<file path="src/rtl/seq_pkg.sv">
// Shared constants, state encoding and target-address helper for the
// program sequencer.
package seq_pkg;
    localparam int ADDR_W      = 8;
    localparam int STACK_DEPTH = 4;
    localparam int SP_W        = $clog2(STACK_DEPTH + 1);

    typedef enum logic [1:0] {
        RUN  = 2'd0,
        HALT = 2'd1,
        STEP = 2'd2
    } seq_state_t;

    // Jump targets are 16-word aligned: the nibble from the IR selects the page.
    function automatic logic [ADDR_W-1:0] jmp_target(input logic [3:0] nib);
        return {nib, {(ADDR_W-4){1'b0}}};
    endfunction
endpackage

</file>
<file path="src/rtl/seq_stack.sv">
// Return-address LIFO for call/ret. sp counts filled entries (0..STACK_DEPTH).
// Only instantiated when SEQ_CALL_STACK_EN is defined.
module seq_stack
    import seq_pkg::*;
(
    input  logic              clk,
    input  logic              i_sync_reset,
    input  logic              i_push,
    input  logic              i_pop,
    input  logic [ADDR_W-1:0] i_push_data,
    output logic              o_full,
    output logic              o_empty,
    output logic [ADDR_W-1:0] o_top
);
    localparam int              IDX_W   = $clog2(STACK_DEPTH);
    localparam logic [SP_W-1:0] SP_ONE  = SP_W'(1);
    localparam logic [SP_W-1:0] SP_FULL = SP_W'(STACK_DEPTH);

    logic [SP_W-1:0]   r_sp;
    logic [ADDR_W-1:0] r_mem [STACK_DEPTH];

    assign o_full  = (r_sp == SP_FULL);
    assign o_empty = (r_sp == '0);
    // Top entry is meaningless when empty; the caller checks o_empty first.
    assign o_top   = r_mem[IDX_W'(r_sp - SP_ONE)];

    // Stack pointer: reset clears it, caller guarantees no push when full / pop when empty.
    always_ff @(posedge clk) begin
        if (i_sync_reset)
            r_sp <= '0;
        else if (i_push)
            r_sp <= r_sp + SP_ONE;
        else if (i_pop)
            r_sp <= r_sp - SP_ONE;
    end

    // Storage has no reset; stale entries are unreachable once sp is cleared.
    always_ff @(posedge clk) begin
        if (i_push)
            r_mem[IDX_W'(r_sp)] <= i_push_data;
    end
endmodule

</file>
<file path="src/rtl/program_sequencer_ctrl.sv">
// Program sequencer: picks the next program-memory address each cycle
// (reset / halt / jmp / jmp_nz / call / ret / increment) and runs a
// RUN-HALT-STEP debug FSM. Optional call stack under SEQ_CALL_STACK_EN;
// without it call/ret are ignored and the error flags read 0.
module program_sequencer_ctrl
    import seq_pkg::*;
(
    input  logic              clk,
    input  logic              sync_reset,
    input  logic              jmp,
    input  logic              jmp_nz,
    input  logic              dont_jmp,
    input  logic [3:0]        jmp_addr,
    input  logic              call,
    input  logic              ret,
    input  logic              halt_req,
    input  logic              step_req,
    output logic [ADDR_W-1:0] pm_addr,
    output logic [ADDR_W-1:0] pc,
    output logic              halted,
    output logic              stack_ovf,
    output logic              stack_unf
);
    seq_state_t        r_state, w_state_nxt;
    logic [ADDR_W-1:0] r_pc, w_pm_addr, w_pc_inc, w_target;
    logic              r_halted;

    assign w_pc_inc = r_pc + ADDR_W'(1);
    assign w_target = jmp_target(jmp_addr);
    assign pm_addr  = w_pm_addr;
    assign pc       = r_pc;
    assign halted   = r_halted;

`ifdef SEQ_CALL_STACK_EN
    logic              w_push, w_pop, w_full, w_empty, w_set_ovf, w_set_unf;
    logic              r_stack_ovf, r_stack_unf;
    logic [ADDR_W-1:0] w_top;

    seq_stack u_stack (
        .clk          (clk),
        .i_sync_reset (sync_reset),
        .i_push       (w_push),
        .i_pop        (w_pop),
        .i_push_data  (w_pc_inc),
        .o_full       (w_full),
        .o_empty      (w_empty),
        .o_top        (w_top)
    );

    assign stack_ovf = r_stack_ovf;
    assign stack_unf = r_stack_unf;

    // Sticky error flags, cleared only by reset.
    always_ff @(posedge clk) begin
        if (sync_reset) begin
            r_stack_ovf <= 1'b0;
            r_stack_unf <= 1'b0;
        end else begin
            r_stack_ovf <= r_stack_ovf | w_set_ovf;
            r_stack_unf <= r_stack_unf | w_set_unf;
        end
    end
`else
    logic w_unused_callret;
    assign w_unused_callret = call ^ ret;
    assign stack_ovf        = 1'b0;
    assign stack_unf        = 1'b0;
`endif

    // Next-address priority chain; stack side effects only for the winning request.
    always_comb begin
        w_pm_addr = w_pc_inc;
`ifdef SEQ_CALL_STACK_EN
        w_push    = 1'b0;
        w_pop     = 1'b0;
        w_set_ovf = 1'b0;
        w_set_unf = 1'b0;
`endif
        if (sync_reset)
            w_pm_addr = '0;
        else if (r_state == HALT)
            w_pm_addr = r_pc;
        else if (jmp)
            w_pm_addr = w_target;
        else if (jmp_nz && !dont_jmp)
            w_pm_addr = w_target;
`ifdef SEQ_CALL_STACK_EN
        else if (call) begin
            // Overflow still takes the jump; the return address is lost.
            w_pm_addr = w_target;
            if (w_full)
                w_set_ovf = 1'b1;
            else
                w_push = 1'b1;
        end else if (ret) begin
            if (w_empty)
                w_set_unf = 1'b1;
            else begin
                w_pop     = 1'b1;
                w_pm_addr = w_top;
            end
        end
`endif
    end

    // Debug FSM next state; STEP always lasts exactly one cycle.
    always_comb begin
        w_state_nxt = r_state;
        case (r_state)
            RUN:     if (halt_req) w_state_nxt = HALT;
            HALT:    if (step_req) w_state_nxt = STEP;
                     else if (!halt_req) w_state_nxt = RUN;
            STEP:    w_state_nxt = halt_req ? HALT : RUN;
            default: w_state_nxt = RUN;
        endcase
    end

    // PC, FSM state and registered halted flag.
    always_ff @(posedge clk) begin
        if (sync_reset) begin
            r_pc     <= '0;
            r_state  <= RUN;
            r_halted <= 1'b0;
        end else begin
            r_pc     <= w_pm_addr;
            r_state  <= w_state_nxt;
            r_halted <= (w_state_nxt == HALT);
        end
    end
endmodule

</file>
<file path="config.mk">
export PLATFORM = sky130hd
export DESIGN_NAME = program_sequencer_ctrl
export DESIGN_NICKNAME = d
export VERILOG_FILES = /design/src/rtl/seq_pkg.sv /design/src/rtl/seq_stack.sv /design/src/rtl/program_sequencer_ctrl.sv
export SDC_FILE = /design/constraint.sdc
export NUM_CORES = 1
export LEC_CHECK = 0
export ABC_CLOCK_PERIOD_IN_PS = 2900
export CAP_MARGIN = 20
export CORE_MARGIN = 1
export CORE_UTILIZATION = 38
export DETAILED_ROUTE_END_ITERATION = 7
export PLACE_DENSITY = 0.88
export SLEW_MARGIN = 20
export SYNTH_ARGS = -nofsm -noshare
export SYNTH_HDL_FRONTEND = slang
export SYNTH_SLANG_ARGS = --single-unit
</file>
<file path="constraint.sdc">
create_clock -name clk -period 2.9 [get_ports clk]
set_input_delay 0.87 -clock clk [delete_from_list [all_inputs] [get_ports clk]]
set_output_delay 0.87 -clock clk [all_outputs]
set_load 0.005 [all_outputs]
</file>
## After elaboration in Yosys (flattened, before gate mapping)

Index checks and enable logic that the tools add are counted.

- Flip-flop bits (word level): 11
- Input port bits: 13
- Word-level logic and storage cells: 19

- Add/sub/neg operators: 1
- Eq/ne operators: 3
- Multiplexer cells: 9
- Reduce and logical (&&, ||, !) cells: 3

Operators by type and width:

| operator | count |
|---|---|
| $mux W8 | 4 |
| $add A8 B1 Y8 const B | 1 |
| $mux W2 | 3 |
| $pmux W2 S3 | 1 |
| $eq A2 B1 Y1 const B | 2 |
| $eq A2 B2 Y1 const B | 1 |
| $logic_not A2 Y1 | 1 |
| $logic_and A1 B1 Y1 | 1 |
| $logic_not A1 Y1 | 1 |
| $mux W1 | 1 |

## Depth between registers and ports, before layout

Gate-level depths: netlist (run 1).

- Depth after elaboration: 6
- Depth in mapped cells: 5
- Depth with buffers taken out: 5

## Worst setup path after synthesis (run 1)

No wires, ideal clock.

- Kind: input to output
- Start point: input jmp_nz
- End point: output pm_addr[7]
- Arrival time: 1923 ps
- Data required time: 2030 ps
- Path slack: 107 ps
- Stages on the path: 4
- Path through: nor2b_4 or2_4 or4_4 a31oi_1

- Cells in the longest elaborated chain, start to end: 5

RTL lines:

| what | RTL line | text |
|---|---|---|
| start, declared | program_sequencer_ctrl.sv:11 | `input logic jmp_nz,` |
| $logic_and A1 B1 Y1 | program_sequencer_ctrl.sv:85 | `else if (jmp_nz && !dont_jmp)` |
| $mux W8 | program_sequencer_ctrl.sv:85 |  |
| $mux W8 | program_sequencer_ctrl.sv:83 | `else if (jmp)` |
| $mux W8 | program_sequencer_ctrl.sv:81 | `else if (r_state == HALT)` |
| $mux W8 | program_sequencer_ctrl.sv:79 | `if (sync_reset)` |
| end, declared | program_sequencer_ctrl.sv:18 | `output logic [ADDR_W-1:0] pm_addr,` |

Every way passes these cells.

## Final worst setup path (run 1)

Same ends and word-level chain as after synthesis.

==> results of run 1 <==
## report_power, final
| part | switching [W] | internal, W |
|---|---|---|
| Sequential | 0.00000696 | 0.000159 |
| Clock | 0.0000595 | 0.0000535 |
| Combinational | 0.0000415 | 0.0000556 |
| Total | 0.000108 | 0.000268 |
## worst paths after layout
kind | start | slack (ns) | depth (start not counted) | to
worst min register to register | pc[4]$_SDFF_PP0_ | 0.54 | 2 | pc[4]$_SDFF_PP0_
worst max register to register | pc[0]$_SDFF_PP0_ | 1.26 | 5 | pc[7]$_SDFF_PP0_
worst max-delay path | jmp_nz | -0.03 | 6 | pm_addr[7]
worst min-delay path | pc[4]$_SDFF_PP0_ | 0.54 | 2 | pc[4]$_SDFF_PP0_
## area by class of cell
class,instances,share of cell area [%]
clock buffer,4,2.53
timing repair buffer,40,33.3
tap,16,1.93
sequential,11,21.4
multi-input combinational,60,40.5
inverter,1,0.362
## synthesized netlist by cell type
library cell  number  area share [%]
and2_1             1            0.99
o31ai_1            1             1.2
clkbuf_1           3             1.8
o21ai_0            3             2.4
nor2b_1            2             2.0
nand4_1            1            0.99
and3_1             2             2.0
nor4_1             1            0.99
buf_1              1            0.59
a21oi_1            3             2.4
nand2b_1           3             3.0
mux2i_1            2             3.2
a32oi_1            1             1.4
nor2_1             7             4.2
or4_1              1             1.2
nor3_1             1            0.79
ha_1               1             2.0
buf_4              2             2.4
nand3_1            5             4.0
nor2b_4            1             2.2
nand2_1            4             2.4
a31oi_1            5             5.0
nor3b_1            1             1.2
a2111oi_0          2             2.8
and2_0             1            0.99
a2bb2oi_1          1             1.4
or2_4              1             1.4
a22oi_1            1             1.2
or4_4              1             1.8
nor2_2             1            0.99
dfxtp_1           11              35
inv_1              1            0.59
a221oi_1           2             2.8
conb_1             1            0.59
and3b_1            2             2.8
## what timing repair did
action / 4_1_cts / 5_1_grt
setup endpoints to repair: 8 / 4
buffers inserted: 2 / 0
resized for setup: 39 / 5
hold endpoints to repair: 0 / 0
pin swaps: 8 / 5
## cells by family (layout without fill, tap and decap cells)
logic type,count (synthesis),in the layout
fa+ha+maj,1,1
simple gates,36,36
compound gates,19,19
mux,2,2
flops,11,11
buf+inv,7,45
other cells,1,2
## worst max-delay path, delay by kind of cell
kind / cells / cell delay [ns]
AO/OA/AOI/OAI: 1 / 0.19
buffers and inverters: 2 / 0.23
AND/OR/NAND/NOR: 3 / 0.76
## through the flow
stage | setup TNS [ns] | area [µm²]
6_report | -0.0483 | 1040
5_1_grt | -0.166 | 1040
4_1_cts | -0.107 | 1030
3_5_place_dp | -5.41 | 978
3_3_place_gp | -5.23 | 978
2_1_floorplan | 0 | 636
## flip-flops by register name, summed over array words and instances, names as in the netlist
| register | flops |
|---|---|
| r_state | 2 |
| halted | 1 |
| pc | 8 |
## routing by layer
| layer | global-route usage [%] | up-vias | part of all wire, % | wire [µm] |
|---|---|---|---|---|
| met5 | 0 | - | 0 | 0 |
| met4 | 15.0 | 0 | 2.7 | 52 |
| met3 | 2.55 | 6 | 5.3 | 100 |
| met2 | 33.9 | 27 | 50 | 956 |
| met1 | 26.6 | 346 | 41 | 784 |
| li1 | - | 362 | - | - |
## cells in the final DEF (no fill, tap or decap), types with 3 or more instances in the layout
| cell type | instances |
|---|---|
| a21oi_1 | 3 |
| a31oi_1 | 5 |
| buf_2 | 5 |
| buf_4 | 10 |
| buf_6 | 4 |
| clkbuf_4 | 3 |
| clkdlybuf4s50_1 | 16 |
| dfxtp_1 | 10 |
| dlygate4sd2_1 | 4 |
| nand2_1 | 4 |
| nand2b_1 | 3 |
| nand3_1 | 5 |
| nor2_1 | 7 |
==> qor.txt, run 1 <==
Die Ht - 42.8 µm
DRC Markers - 0
Multiplexer area fraction after synthesis - 3.17%
Yosys warns - 0
Post-Synth Simple-Gate Area - 33.7%
CP peak stage delay - 0.42 ns
Multi-input combinational cell area - 420 µm²
Initial drt markers - 18
RSZ-0062 raised after global routing - true
Dpl ws - -0.836 ns
Cell Rows - 14
Vias per cell - 5.61
Avg WL per Cell - 14.4 µm
Worst setup EP type - output port
Post-DRT Antenna Nets - 0
Area delta synth->final - 64.2%
Starting density of the core - 41.5%
First-pass GRT wire length - 2960 µm
Failing checks - negative setup slack
Aggregate global-route resource usage - 21.4%
Synth Area in Compound Gates - 20.4%
Area of the core - 1520 µm²
Fillers - 125
Vias in the first global route - 710
Post-Route Utilization - 68.1%
Boundary Pins - 32
CP max FO - 3
CTS root buf - clkbuf_4
CTS clk-pin slew, worst paths - 0.07 ns
Final Hold Fails - 0
Ant diodes - 0
Count of cell types in the netlist - 35
Placer Congestion - 0.850
Slowest CP cell - or4_4
Max Root-Sink Buffers - 2
Critical Path Start Type - primary input
Cell Pwr Density - 362 nW/µm²
Outcome - complete, but fails checks
Nets - 131
Period utilisation layout - 101%
CTS tree - done
Min cycle time layout - 2.93 ns
TritonCTS Buffers - 3
#FFs+latches synth - 11
Port Buf Inserts - 27
Worst hold path type - reg -> reg
Leak - 0.451 nW
Dpl cells - 126
Post-route setup slack - -0.0293 ns
Peak supply drop - 287 µV
Die Wd - 42.8 µm
DP HPWL - 1270 µm
Mean Syn Cell Area - 8.21 µm²
Fmax - 341 MHz
Final setup fails - 2
Share of cells above drive strength 1 - 29.3%
Fin Clk Skew - 0.00688 ns
Clock Sinks - 11
Data required, critical path - 2.03 ns
Xor/xnor share of the synthesized area - 0%
Worst hold slack - 0.540 ns
DR vias - 741
Drt first pass iters - 4
Combinational family with the most area after synthesis - simple AND/OR/NAND/NOR gates
Initial antenna violation count - 0
Total gr overflow - 0
Synth Area in Adders - 1.98%
Cells after Synth - 77
Final Non-Filler Cells - 132
Synthesized area - 632 µm²
Die area - 1830 µm²
H-Tree Depth - 1
Crit-path cells - buf_6 > nor2b_4 > or2_4 > or4_4 > a31oi_1 > buf_2
Design Power - 0.000376 W
Clock latency at the later pin of the worst-skew pair - 0.28 ns
Critical path type - in -> out
Drt total wl - 1900 µm
Seq/Total Area, Yosys - 34.9%
CTS Hold Bufs - 0
Register Area - 221 µm²
Max Slew Vio Count - 0
Largest net degree at the start of global routing - 17
WP data arrival - 2.06 ns
Number of max-cap violations - 0
No activity file was read; power rests on OpenSTA's default activity.
==> run 2, diff against run 1 <==
SLEW_MARGIN = unset   (was 20)
==> results of run 2 <==
No change in the layout: final DEF, timing and power equal those of run 1.
==> run 3, diff against run 2 <==
CORE_UTILIZATION = 40   (was 38)
CTS_BUF_LIST = sky130_fd_sc_hd__clkbuf_4   (was unset)
PLACE_DENSITY = 0.91   (was 0.88)
==> run 3 against run 2 <==
  * The run still ends with negative setup slack left
  * First-iteration DRC count fell by 44%
  * Sequential power barely moved
  * Hold slack improved by 0.019 ns
  * Combinational power rose by 10%
  * Utilization rose by 12 points
  * Sequential cell count did not move
  * Global-route usage rose by 1.7 points
  * Largest cell class unchanged
  * Register-to-register slack got worse by 0.10 ns
  * Design area rose by 7.0%
  * Clock-buffer cell count did not move
  * Fmax fell by 0.69%
==> qor.txt, run 3 (synthesis gave the netlist of run 1 again) <==
Post-DRT Antenna Nets - 0 (unchanged)
Drt total wl - 1980 µm (+4.5%)
Boundary Pins - 32 (unchanged)
Initial antenna violation count - 0 (unchanged)
CP top delay family - simple AND/OR/NAND/NOR gates
CTS tree - done
Max Slew Vio Count - 0 (unchanged)
Crit path buf inv count - 2 (unchanged)
Post-route setup slack - -0.0497 ns (-0.0204 ns)
Net Sw Frac - 27.9% (-0.86 points)
Clock network power share - 30.3% (+0.2 points)
Total gr overflow - 0 (unchanged)
Vias per cell - 5.66 (+0.90%)
Share of cells above drive strength 1 - 36.1% (+6.8 points)
CP max FO - 3 (unchanged)
Placer Congestion - 0.775 (-8.8%)
Cell Pwr Density - 352 nW/µm² (-2.8%)
Min cycle time layout - 2.95 ns (+0.0204 ns)
Fin Clk Skew - 0.000651 ns (-0.00623 ns)
RSZ-0062 raised after global routing - true
H-Tree Depth - 1 (unchanged)
Leak - 0.477 nW (+5.8%)
Starting density of the core - 45.7% (+4.2 points)
Dpl cells - 127 (+0.79%)
CP peak stage delay - 0.51 ns (+0.09 ns)
Leading cell type in the layout, fill and taps excluded - clkdlybuf4s50_1
DRC Markers - 0 (unchanged)
Largest net degree at the start of global routing - 12 (-5)
Placed Area - 992 µm² (+1.4%)
Max reg flops - 8 (unchanged)
Most frequent cells in the layout - clkdlybuf4s50_1, buf_4, dfxtp_1
Aggregate global-route resource usage - 23.2% (+1.7 points)
CTS Hold Bufs - 0 (unchanged)
Peak supply drop - 292 µV (+1.6%)
Crit-path cells - buf_6 > nor2b_4 > or2_4 > or4_4 > a31oi_4 > buf_2
Cell Rows - 13 (-1)
Critical path type - in -> out
Area of the core - 1380 µm² (-9.3%)
Fmax - 339 MHz (-0.69%)
Vias in the first global route - 718 (+1.1%)
First-pass GRT wire length - 3130 µm (+5.6%)
Outcome - complete, but fails checks
Period utilisation layout - 102% (+0.70 points)
CTS clk-pin slew, worst paths - 0.08 ns (about the same)
Final Non-Filler Cells - 134 (+1.5%)
Clock latency at the later pin of the worst-skew pair - 0.27 ns (about the same)
Data required, critical path - 2.03 ns (about the same)
DR vias - 759 (+2.4%)
CTS root buf - clkbuf_4
Switching power - 0.000109 W (+0.93%)
Failing checks - negative setup slack
TritonCTS Buffers - 3 (unchanged)
Avg WL per Cell - 14.8 µm (+2.9%)
Worst hold path type - reg -> reg
Die area - 1740 µm² (-4.8%)
Logic pwr share - 27.3% (+1.5 points)
Number of max-cap violations - 0 (unchanged)
Drt first pass iters - 4 (unchanged)
Die Wd - 41.7 µm (-2.4%)
Register share of total power - 42.4% (-1.7 points)
Final setup fails - 1 (-1)
Critical Path Start Type - primary input
Post-route cell area - 1110 µm² (+7.0%)
Port Buf Inserts - 27 (unchanged)
Area delta synth->final - 75.6%
Nets - 134 (+2.3%)
Slowest CP cell - or4_4
Worst hold slack - 0.559 ns (+0.0189 ns)
WP data arrival - 2.08 ns (+0.02 ns)
Die Ht - 41.7 µm (-2.4%)
DP HPWL - 1340 µm (+5.6%)
Pint - 0.000282 W (+5.3%)
Ant diodes - 0 (unchanged)
Worst setup EP type - output port
Max Root-Sink Buffers - 2 (unchanged)
Final Hold Fails - 0 (unchanged)
Clock Sinks - 11 (unchanged)
Initial drt markers - 10 (-8)
run 3: cell count changes in the layout (fill, tap and decap cells not counted), sizes merged:
cell,before,now
buf,19,22
clkdlybuf4s50,16,15
dlymetal6s2s,0,1
run 3: metal layers:
| layer | GRT usage (%) | vias to the layer above | part of all wire, % |
|---|---|---|---|
| li1 | - | 369 | - |
| met1 | 25.9 | 358 | 41 |
| met4 | 8.39 | 0 | 1.3 |
| met3 | 5.65 | 4 | 4.7 |
| met5 | 0 | - | 0 |
| met2 | 41.9 | 28 | 53 |
run 3: path summary, 6_finish.rpt:
check / end / cells after the start / start / slack [ns]
max: pm_addr[6] / 6 / jmp_nz / -0.05
min: pc[4]$_SDFF_PP0_ / 2 / pc[4]$_SDFF_PP0_ / 0.56
max reg2reg: pc[6]$_SDFF_PP0_ / 6 / pc[1]$_SDFF_PP0_ / 1.16
min reg2reg: pc[4]$_SDFF_PP0_ / 2 / pc[4]$_SDFF_PP0_ / 0.56
run 3: cell type report:
cell class                      instances  area, µm²
Multi-Input combinational cell         60        469
Timing Repair Buffer                   43        367
Fill cell                              80        273
Sequential cell                        11        221
Clock buffer                            4       30.0
Inverter                                1       3.75
Tap cell                               15       18.8
run 3: stage by stage:
step                utilization [%]  TNS, ns  worst slack, ns  total power, W
floorplan                         -        0            0.107        0.000206
global placement               71.8    -5.16           -0.814        0.000260
detailed placement             71.8    -5.32           -0.819        0.000262
CTS                            76.9  -0.0946          -0.0946        0.000386
global route                   80.3  -0.0854          -0.0682        0.000408
finish                         80.3  -0.0497          -0.0497        0.000391
run 3: tightest hold or removal path: stages (launching register included):
cell and delay (ns):
dfxtp_1 0.34, inv_1 0.09, a221oi_1 0.08
run 3: power groups by stage:
stage	registers, W	clock network [W]	logic (W)
2_1_floorplan	0.000169	0	0.0000369
3_3_place_gp	0.000169	0	0.0000910
3_5_place_dp	0.000169	0	0.0000927
4_1_cts	0.000166	0.000121	0.0000992
5_1_grt	0.000167	0.000127	0.000114
6_report	0.000166	0.000118	0.000107
run 3: timing repair:
action,CTS,global route
pin swaps,8,5
setup buffers,3,1
resized for setup,40,9
hold endpoints to repair,0,0
endpoints found under the setup margin,8,8
